$ cat config.mk
export PLATFORM = sky130hd
export DESIGN_NAME = dz_scan_ctrl
export DESIGN_NICKNAME = d
export VERILOG_FILES = /design/src/rtl/dz_pkg.sv /design/src/rtl/dz_bank_ram.sv /design/src/rtl/dz_scan_ctrl.sv
export SDC_FILE = /design/constraint.sdc
export NUM_CORES = 1
export LEC_CHECK = 0
export CORE_ASPECT_RATIO = 0.9
export CORE_MARGIN = 3
export CORE_UTILIZATION = 50
export DETAILED_ROUTE_END_ITERATION = 8
export HOLD_SLACK_MARGIN = 0.06
export PLACE_DENSITY = 0.67
export SLEW_MARGIN = 10
export SYNTH_ARGS = -nofsm -noshare
export SYNTH_HDL_FRONTEND = slang
export SYNTH_SLANG_ARGS = --single-unit
$ cat constraint.sdc
create_clock -name clk -period 16.2 [get_ports clk]
set_input_delay 3.24 -clock clk [delete_from_list [all_inputs] [get_ports clk]]
set_output_delay 3.24 -clock clk [all_outputs]
set_load 0.01 [all_outputs]
$ cat src/rtl/dz_pkg.sv
// Shared types and constants for the dz_scan_ctrl LED dot-matrix row scanner.
// Stored row words use the same {red, green} packing as dz_rowdata_t.
package dz_pkg;

    localparam int unsigned DZ_COLS = 8;

    typedef struct packed {
        logic [DZ_COLS-1:0] red;
        logic [DZ_COLS-1:0] green;
    } dz_rowdata_t;

    localparam logic [0:0] DZ_ST_ON  = 1'b0;
    localparam logic [0:0] DZ_ST_GAP = 1'b1;

    typedef enum logic [0:0] {
        DZ_ON  = DZ_ST_ON,
        DZ_GAP = DZ_ST_GAP
    } dz_state_e;

    // Widest supported panel is 16 rows; callers slice to ROWS.
    localparam logic [15:0] DZ_ROW_OFF = '1;

endpackage

$ cat src/rtl/dz_bank_ram.sv
// Two-bank ROWS x (2*COLS) frame store: writes go to the back bank,
// the asynchronous read port always sees the front bank.
module dz_bank_ram #(
    parameter int unsigned ROWS = 8,
    parameter int unsigned COLS = 8,
    localparam int unsigned AW  = $clog2(ROWS)
) (
    input  logic              clk,
    input  logic              rst,
    input  logic              wr_en,
    input  logic [AW-1:0]     wr_row,
    input  logic [2*COLS-1:0] wr_data,
    input  logic              swap,
    input  logic [AW-1:0]     rd_row,
    output logic [2*COLS-1:0] rd_data,
    output logic              front
);

    logic [2*COLS-1:0] mem [2][ROWS];

    always_ff @(posedge clk or posedge rst) begin
        if (rst) begin
            for (int unsigned b = 0; b < 2; b++) begin
                for (int unsigned r = 0; r < ROWS; r++) begin
                    mem[b][r] <= '0;
                end
            end
        end else if (wr_en) begin
            mem[~front][wr_row] <= wr_data;
        end
    end

    always_ff @(posedge clk or posedge rst) begin
        if (rst) begin
            front <= 1'b0;
        end else if (swap) begin
            front <= ~front;
        end
    end

    assign rd_data = mem[front][rd_row];

endmodule

$ cat src/rtl/dz_scan_ctrl.sv
// Row-scan driver for bicolour LED dot-matrix panels with double-buffered frames.
// Optional frame-based blinking is enabled by defining DZ_BLINK_EN.
module dz_scan_ctrl
    import dz_pkg::*;
#(
    parameter int unsigned ROWS         = 8,
    parameter int unsigned COLS         = 8,
    parameter int unsigned DWELL        = 1000,
    parameter int unsigned GAP          = 2,
    parameter int unsigned BLINK_FRAMES = 64
) (
    input  logic                    clk,
    input  logic                    rst,
    input  logic                    wr_valid,
    output logic                    wr_ready,
    input  logic [$clog2(ROWS)-1:0] wr_row,
    input  logic [COLS-1:0]         wr_red,
    input  logic [COLS-1:0]         wr_green,
    input  logic                    swap_req,
    output logic                    swap_ack,
    input  logic                    blank,
    input  logic                    blink,
    output logic                    frame_start,
    output logic [ROWS-1:0]         row,
    output logic [COLS-1:0]         colr,
    output logic [COLS-1:0]         colg
);

    localparam int unsigned AW   = $clog2(ROWS);
    localparam int unsigned CMAX = (DWELL > GAP) ? DWELL : GAP;
    localparam int unsigned CW   = $clog2(CMAX) + 1;
    localparam logic [CW-1:0] DWELL_LAST = CW'(DWELL - 1);
    localparam logic [CW-1:0] GAP_LAST   = CW'(GAP - 1);
    localparam logic [AW-1:0] ROW_LAST   = AW'(ROWS - 1);
    localparam logic [AW:0]   ROW_COUNT  = (AW+1)'(ROWS);

    dz_state_e         st;
    logic [CW-1:0]     cnt;
    logic [AW-1:0]     idx;
    logic [AW-1:0]     next_idx;
    logic              swap_pending;
    logic              on_last;
    logic              gap_last;
    logic              frame_end;
    logic              swap_now;
    logic              wr_en;
    logic              dark;
    logic [2*COLS-1:0] rd_data;
    logic              front;

    assign on_last   = (st == DZ_ON) && (cnt == DWELL_LAST);
    assign gap_last  = (st == DZ_GAP) && (cnt == GAP_LAST);
    assign next_idx  = (idx == ROW_LAST) ? '0 : idx + 1'b1;
    assign frame_end = on_last && (idx == ROW_LAST);
    // A request landing on the boundary itself is honoured immediately.
    assign swap_now  = frame_end && (swap_pending || swap_req);
    assign wr_ready  = ~swap_pending;
    assign wr_en     = wr_valid && wr_ready && ({1'b0, wr_row} < ROW_COUNT);

    dz_bank_ram #(
        .ROWS (ROWS),
        .COLS (COLS)
    ) u_bank (
        .clk     (clk),
        .rst     (rst),
        .wr_en   (wr_en),
        .wr_row  (wr_row),
        .wr_data ({wr_red, wr_green}),
        .swap    (swap_now),
        .rd_row  (idx),
        .rd_data (rd_data),
        .front   (front)
    );

    always_ff @(posedge clk or posedge rst) begin
        if (rst) begin
            st  <= DZ_ON;
            cnt <= '0;
            idx <= '0;
        end else begin
            case (st)
                DZ_ON: begin
                    if (on_last) begin
                        cnt <= '0;
                        if (GAP == 0) begin
                            idx <= next_idx;
                        end else begin
                            st <= DZ_GAP;
                        end
                    end else begin
                        cnt <= cnt + 1'b1;
                    end
                end
                DZ_GAP: begin
                    if (gap_last) begin
                        cnt <= '0;
                        st  <= DZ_ON;
                        idx <= next_idx;
                    end else begin
                        cnt <= cnt + 1'b1;
                    end
                end
                default: st <= DZ_ON;
            endcase
        end
    end

    always_ff @(posedge clk or posedge rst) begin
        if (rst) begin
            swap_pending <= 1'b0;
            swap_ack     <= 1'b0;
        end else begin
            swap_ack <= swap_now;
            if (swap_now) begin
                swap_pending <= 1'b0;
            end else if (swap_req) begin
                swap_pending <= 1'b1;
            end
        end
    end

`ifdef DZ_BLINK_EN
    localparam int unsigned FW = $clog2(BLINK_FRAMES) + 1;
    localparam logic [FW-1:0] FR_LAST = FW'(2 * BLINK_FRAMES - 1);
    localparam logic [FW-1:0] FR_HALF = FW'(BLINK_FRAMES);

    logic [FW-1:0] fcnt;
    logic [FW-1:0] fcnt_nxt;
    logic          blink_dark;

    always_comb begin
        fcnt_nxt = '0;
        if (blink) begin
            fcnt_nxt = (fcnt == FR_LAST) ? '0 : fcnt + 1'b1;
        end
    end

    // Dark/lit decision only changes at frame boundaries.
    always_ff @(posedge clk or posedge rst) begin
        if (rst) begin
            fcnt       <= '0;
            blink_dark <= 1'b0;
        end else if (frame_end) begin
            fcnt       <= fcnt_nxt;
            blink_dark <= blink && (fcnt_nxt >= FR_HALF);
        end else if (!blink) begin
            fcnt <= '0;
        end
    end

    assign dark = blank | blink_dark;
`else
    logic unused_blink;
    assign unused_blink = blink ^ (BLINK_FRAMES == 0);
    assign dark = blank;
`endif

    always_ff @(posedge clk or posedge rst) begin
        if (rst) begin
            row         <= DZ_ROW_OFF[ROWS-1:0];
            colr        <= '0;
            colg        <= '0;
            frame_start <= 1'b0;
        end else begin
            frame_start <= (st == DZ_ON) && (idx == '0) && (cnt == '0);
            if ((st == DZ_ON) && !dark) begin
                row  <= ~(ROWS'(1) << idx);
                colr <= rd_data[2*COLS-1:COLS];
                colg <= rd_data[COLS-1:0];
            end else begin
                row  <= DZ_ROW_OFF[ROWS-1:0];
                colr <= '0;
                colg <= '0;
            end
        end
    end

endmodule

==> impl_metrics.ini, run 1 <==
[floorplan]
start_util_pct = 51.0
die_width_microns = 178
rows = 56
core_sq_um = 26200
die_area_sq_um = 28700
die_h_microns = 161
io_pins = 52

[sta]
fmaxAchievable_mhz = 190
report.final.slew_viol_count = 0
tightest_slew_ns = 1.20
timing.final.crit_period_ns = 5.27
fin_worst_skew_ns = 0.00989
worst_slew_margin_rel_pct = 19.7
finalCritPeriodShare_pct = 32.5
rsz0062_at_grt = no
timing.final.hold_violations = 0
timing.final.setup_violations = 0
sum_neg_setup_slack_ns = 0

[placement]
port_buffers = 50
detailed_place_hpwl_microns = 17300
post_dp_cell_area_sq_um = 14200
rd_place_congestion = 0.753

[final_layout]
multiInputGateArea_sq_um = 5580
post_route_cells_drive_above_1_share_pct = 35.2
postLayoutCellArea_sq_um = 15100
antenna_cells = 0
synthToLayoutAreaGrowth_pct = 13.3
layout.area.seq_sq_um = 7500
nNetsFinal = 1024
layout_filler_cell_count = 2134

[global_routing]
grt_antenna_before_repair = 1
first_pass_grt_wire_length_microns = 47300
total_congestion_overflow = 0
grt_util_all_layers_pct = 21.4
grt_max_degree = 186
first_global_vias = 8043

[power]
internal_power_mw = 1.16
irDropWorstVdd_mv = 0.0949
power_per_standard_cell_area_nw_per_um2 = 97.4
p_switching_uw = 314
pleak_nw = 7.04
clock_power_share_pct = 45.2
swShare_pct = 21.3
combinationalPowerShare_pct = 3.0
p_total_mw = 1.48
power.share.sequential_pct = 51.8

[synthesis]
async_set_reset_flop_share_out_of_synthesis_pct = 100
ys_seq_elements = 299
synthesis.instances = 956
synth_enable_flop_cells = 0
synthesized_cell_area_sq_um = 13400
syn_avg_cell_area_sq_um = 14.0
synth-warning-count = 0
synth_flop_cell = dfrtp_1
synthesis.nets = 990
synth.lib_cells_used.distinct = 40
yosysSeqAreaShare_pct = 56.1

[critical_path]
endpoint_kind = register
arrival_ns = 5.69
critical_path_required_ns = 16.62
critical_path_peak_fanout = 16
timing_worst_setup_path_type = in2reg
critPathLaunchType = primary input

[min_path]
hold_path_class = reg2reg

[clock_tree]
clkLatencyLatePin_ns = 0.55
post_cts_buffers = 0
cts_inserted_buffers = 31
clock-sinks = 299
tritoncts_clock_tree = yes
cts_repair_resize_count = 0
cts_buffer_depth = 3
postCtsHoldBufs = 0
htree_num_levels = 1
root_buf_cell = clkbuf_16
path_clk_slew_ns = 0.06

[routing]
firstDrtPassIters = 5
antenna_violating_nets_post_route = 0
total_number_of_vias = 7892
drt_first_iter_violations = 596
routed_wire_length_per_instance_microns = 22.3
drt_wl_total_microns = 30300
route.detailed.vias_per_inst = 5.80
drc = 0

[run]
maxCapViolCount = 0

[run_status]
status = finished, final reports clean
-- worst paths after layout --
path                               from  slack [ns]  cells past startpoint         endpoint
setup / recovery               wr_valid       10.93                      5   u_bank.mem[80]
max in group asynchronous           rst       11.49                      3  u_bank.mem[194]
hold reg to reg                 cnt[10]        0.46                      1          cnt[10]
setup reg to reg           u_bank.front       12.97                      5          colg[1]
hold / removal                  cnt[10]        0.46                      1          cnt[10]
min in group asynchronous           rst        3.23                      2   u_bank.mem[91]
-- sequential cells by signal (all words and copies together) (netlist names) --
| name | flops |
|---|---|
| frame_start | 1 |
| colr | 8 |
| swap_pending | 1 |
| u_bank.front | 1 |
| cnt | 11 |
| idx | 3 |
| st | 1 |
| row | 8 |
| u_bank.mem | 256 |
| colg | 8 |
| swap_ack | 1 |
-- power by group through the flow --
stage | Combinational (mW) | Clock, mW | Sequential, mW
3_5_place_dp | 0.0458 | 0 | 0.778
6_report | 0.0446 | 0.667 | 0.764
2_1_floorplan | 0.0282 | 0 | 0.776
3_3_place_gp | 0.0453 | 0 | 0.777
5_1_grt | 0.0505 | 0.713 | 0.765
4_1_cts | 0.0460 | 0.682 | 0.764
-- metal layers --
metal | track usage [%] | wire, microns | vias to the layer above
met5 | 0 | 15 | -
met1 | 32.7 | 14700 | 4164
met2 | 33.2 | 13800 | 144
li1 | - | - | 3540
met4 | 4.00 | 490 | 2
met3 | 2.99 | 1220 | 42
-- layout make-up --
cell class / count / share of cell area [%]
Inverter: 8 / 0.248
Sequential cell: 299 / 49.5
Clock buffer: 51 / 5.88
Tap cell: 348 / 2.87
Timing Repair Buffer: 69 / 4.33
Multi-Input combinational cell: 581 / 36.9
Clock inverter: 5 / 0.330
-- cells by family after synthesis --
kind of cell	count (synthesis)	synth area share [%]
XOR/XNOR	10	0.655
flip-flops	299	56.1
AO/OA/AOI/OAI	67	3.72
buffers and inverters	76	2.38
adder cells (fa/ha/maj)	9	0.842
AND/OR/NAND/NOR	128	4.60
multiplexers	367	31.8
-- cell usage after synthesis (9+ instances only) --
library cell	n	share of area (%)
dfrtp_1	291	54
mux2_2	257	22
mux2i_1	90	6.7
nand2_1	49	1.4
clkbuf_1	41	1.2
a22oi_1	37	2.1
buf_2	26	0.97
nor2_1	24	0.67
nand3_1	23	0.86
mux4_2	20	3.4
ha_1	9	0.84
-- cells in the final DEF (no fill, tap or decap), types with 3 or more instances in the layout --
cell type / count
dfrtp_1: 290
mux2_2: 257
mux2i_1: 90
clkdlybuf4s50_1: 50
nand2_1: 49
a22oi_1: 37
clkbuf_16: 31
nor2_1: 23
nand3_1: 23
mux4_2: 20
buf_4: 18
clkbuf_1: 16
ha_1: 9
a21oi_1: 8
dfstp_2: 8
xnor2_1: 7
o2111ai_1: 7
a311oi_1: 7
inv_1: 6
o21ai_0: 5
nor2b_1: 4
nor3_1: 4
clkbuf_8: 4
clkinv_2: 4
and3_1: 3
xor2_1: 3
-- stage by stage --
| step | std cells | hold WS [ns] | worst slack, ns | util, % |
|---|---|---|---|---|
| 2_1_floorplan | 956 | 0.434 | 4.71 | - |
| 3_3_place_gp | 1305 | 0.447 | 10.34 | 54.2 |
| 3_5_place_dp | 1305 | 0.448 | 10.37 | 54.2 |
| 4_1_cts | 1361 | 0.460 | 10.94 | 57.8 |
| 5_1_grt | 1361 | 0.488 | 10.87 | 57.8 |
| 6_report | 1361 | 0.459 | 10.93 | 57.8 |
-- critical path, stage by stage --
cell,delay [ns]
clkdlybuf4s50_1,0.55
or3b_2,0.48
nor2_1,0.17
nand2_1,0.69
mux2_2,0.55
No activity file was read; power rests on OpenSTA's default activity.
==> run 2, diff against run 1 <==
- PLACE_DENSITY: 0.67 -> 0.7
- clock period: 16.2 -> 4.5 ns (I/O delays scaled with it)
==> impl_metrics.ini, run 2 (synthesis gave the netlist of run 1 again) <==
[global_routing]
first_global_vias = 7931
total_congestion_overflow = 0
first_pass_grt_wire_length_microns = 46100
grt_max_degree = 158
grt_util_all_layers_pct = 20.7
grt_antenna_before_repair = 0

[floorplan]
core_sq_um = 26200
start_util_pct = 51.0
die_h_microns = 161
die_width_microns = 178
rows = 56
io_pins = 52
die_area_sq_um = 28700

[final_layout]
layout_filler_cell_count = 2150
nNetsFinal = 1027
final_cell_count_without_fillers = 1361
antenna_cells = 0
commonest_non_fill_non_tap_cells_in_the_layout = 290 x dfrtp_1, 257 x mux2_2, 90 x mux2i_1
postLayoutCellArea_sq_um = 15200
synthToLayoutAreaGrowth_pct = 14.0
final_util_pct = 58.1
largest_reg_flops = 256
post_route_cells_drive_above_1_share_pct = 35.8
layout.cells.most_common = dfrtp_1
biggest_regs = u_bank.mem x256, cnt x11
max_flop_register = u_bank.mem

[sta]
layout_setup_ws_ns = 1.66
timing.final.hold_violations = 0
tightest_slew_ns = 1.15
rsz0062_at_grt = no
timing.final.setup_violations = 0
hold_slack_ns = 0.460
worst_slew_margin_rel_pct = 23.0
report.final.slew_viol_count = 0
timing.final.crit_period_ns = 2.84
finalCritPeriodShare_pct = 63.1
fmaxAchievable_mhz = 352
fin_worst_skew_ns = 0.0252

[routing]
firstDrtPassIters = 5
antenna_violating_nets_post_route = 0
route.detailed.vias_per_inst = 5.81
drc = 0
drt_first_iter_violations = 587
total_number_of_vias = 7914
drt_wl_total_microns = 29800
routed_wire_length_per_instance_microns = 21.9

[power]
swShare_pct = 21.3
internal_power_mw = 4.25
pleak_nw = 7.07
irDropWorstVdd_mv = 0.408
clock_power_share_pct = 46.1
combinationalPowerShare_pct = 3.0
p_switching_mw = 1.15
power_per_standard_cell_area_nw_per_um2 = 355
power.share.sequential_pct = 50.9

[critical_path]
timing.critical_path.buf_inv = 1
arrival_ns = 3.27
critical_path_peak_fanout = 16
cpMaxStageDelayCell = nand2_1
path_cells = clkdlybuf4s50_1 -> or3b_2 -> nor2_1 -> nand2_1 -> mux2_2
timing_worst_setup_path_type = in2reg
endpoint_kind = register
critPathLaunchType = primary input
critical_path_required_ns = 4.93
slowest_delay_ns = 0.65
timing.critical_path.max_delay_family = simple AND/OR/NAND/NOR gates

[clock_tree]
path_clk_slew_ns = 0.06
cts_buffer_depth = 3
tritoncts_clock_tree = yes
post_cts_buffers = 0
cts_repair_resize_count = 0
root_buf_cell = clkbuf_16
clock-sinks = 299
postCtsHoldBufs = 0
clkLatencyLatePin_ns = 0.56
cts_inserted_buffers = 31
htree_num_levels = 1

[placement]
placed_cells_incl_taps = 1308
port_buffers = 50
post_dp_cell_area_sq_um = 14300
rd_place_congestion = 0.753
dp_worst_setup_slack_ns = 1.13
detailed_place_hpwl_microns = 17300

[min_path]
hold_path_class = reg2reg

[run]
maxCapViolCount = 0

[run_status]
status = finished, final reports clean
## run 2: cell types whose count changed in the layout (fill, tap and decap cells not counted), moves of 2 or more
cell,delta
clkinvlp_4,+2
clkbuf_1,-6
buf_12,+2
clkinv_2,-3
## run 2: routing by layer
metal  wire length (microns)  track usage, %  vias up
met5                       0               0        -
met4                     599            4.78        0
met3                    1330            2.89       40
met2                   13600            32.1      165
met1                   14300            31.2     4151
li1                        -               -     3558
## run 2: worst paths after layout
path,from,to,slack (ns),cells past startpoint
min in group asynchronous,rst,u_bank.mem[122],0.94,3
worst min register to register,cnt[10],cnt[10],0.46,1
worst min-delay path,cnt[10],cnt[10],0.46,1
worst max-delay path,wr_valid,u_bank.mem[121],1.66,5
max in group asynchronous,rst,u_bank.mem[22],2.88,3
worst max register to register,u_bank.front,u_bank.mem[121],1.96,4
## run 2: layout make-up
type	instances	area (sq um)	area share (%)
repair buffers	72	703	4.62
multi-input cells	581	5580	36.7
clock inverters	7	101	0.665
clock buffers	46	882	5.79
well taps	348	435	2.86
flip-flops and latches	299	7500	49.2
inverters	8	33.8	0.222
## run 2: worst reg2reg max path: cells and delay by family (launching register included)
kind,cells,cell delay [ns]
and+or+nand+nor,3,1.30
DFF,1,0.58
muxes,1,0.54
## run 2: stage by stage
step | total power, mW | TNS (ns)
2_1_floorplan | 2.90 | -106.66
3_3_place_gp | 2.96 | 0
3_5_place_dp | 2.97 | 0
4_1_cts | 5.47 | 0
5_1_grt | 5.59 | 0
6_report | 5.41 | 0
## run 2: power groups by stage
stage	combinational, mW	sequential, mW	clock [mW]
after floorplan	0.102	2.80	0
after global placement	0.163	2.80	0
after detailed placement	0.167	2.80	0
after CTS	0.167	2.75	2.55
after global routing	0.183	2.75	2.65
final	0.162	2.75	2.49
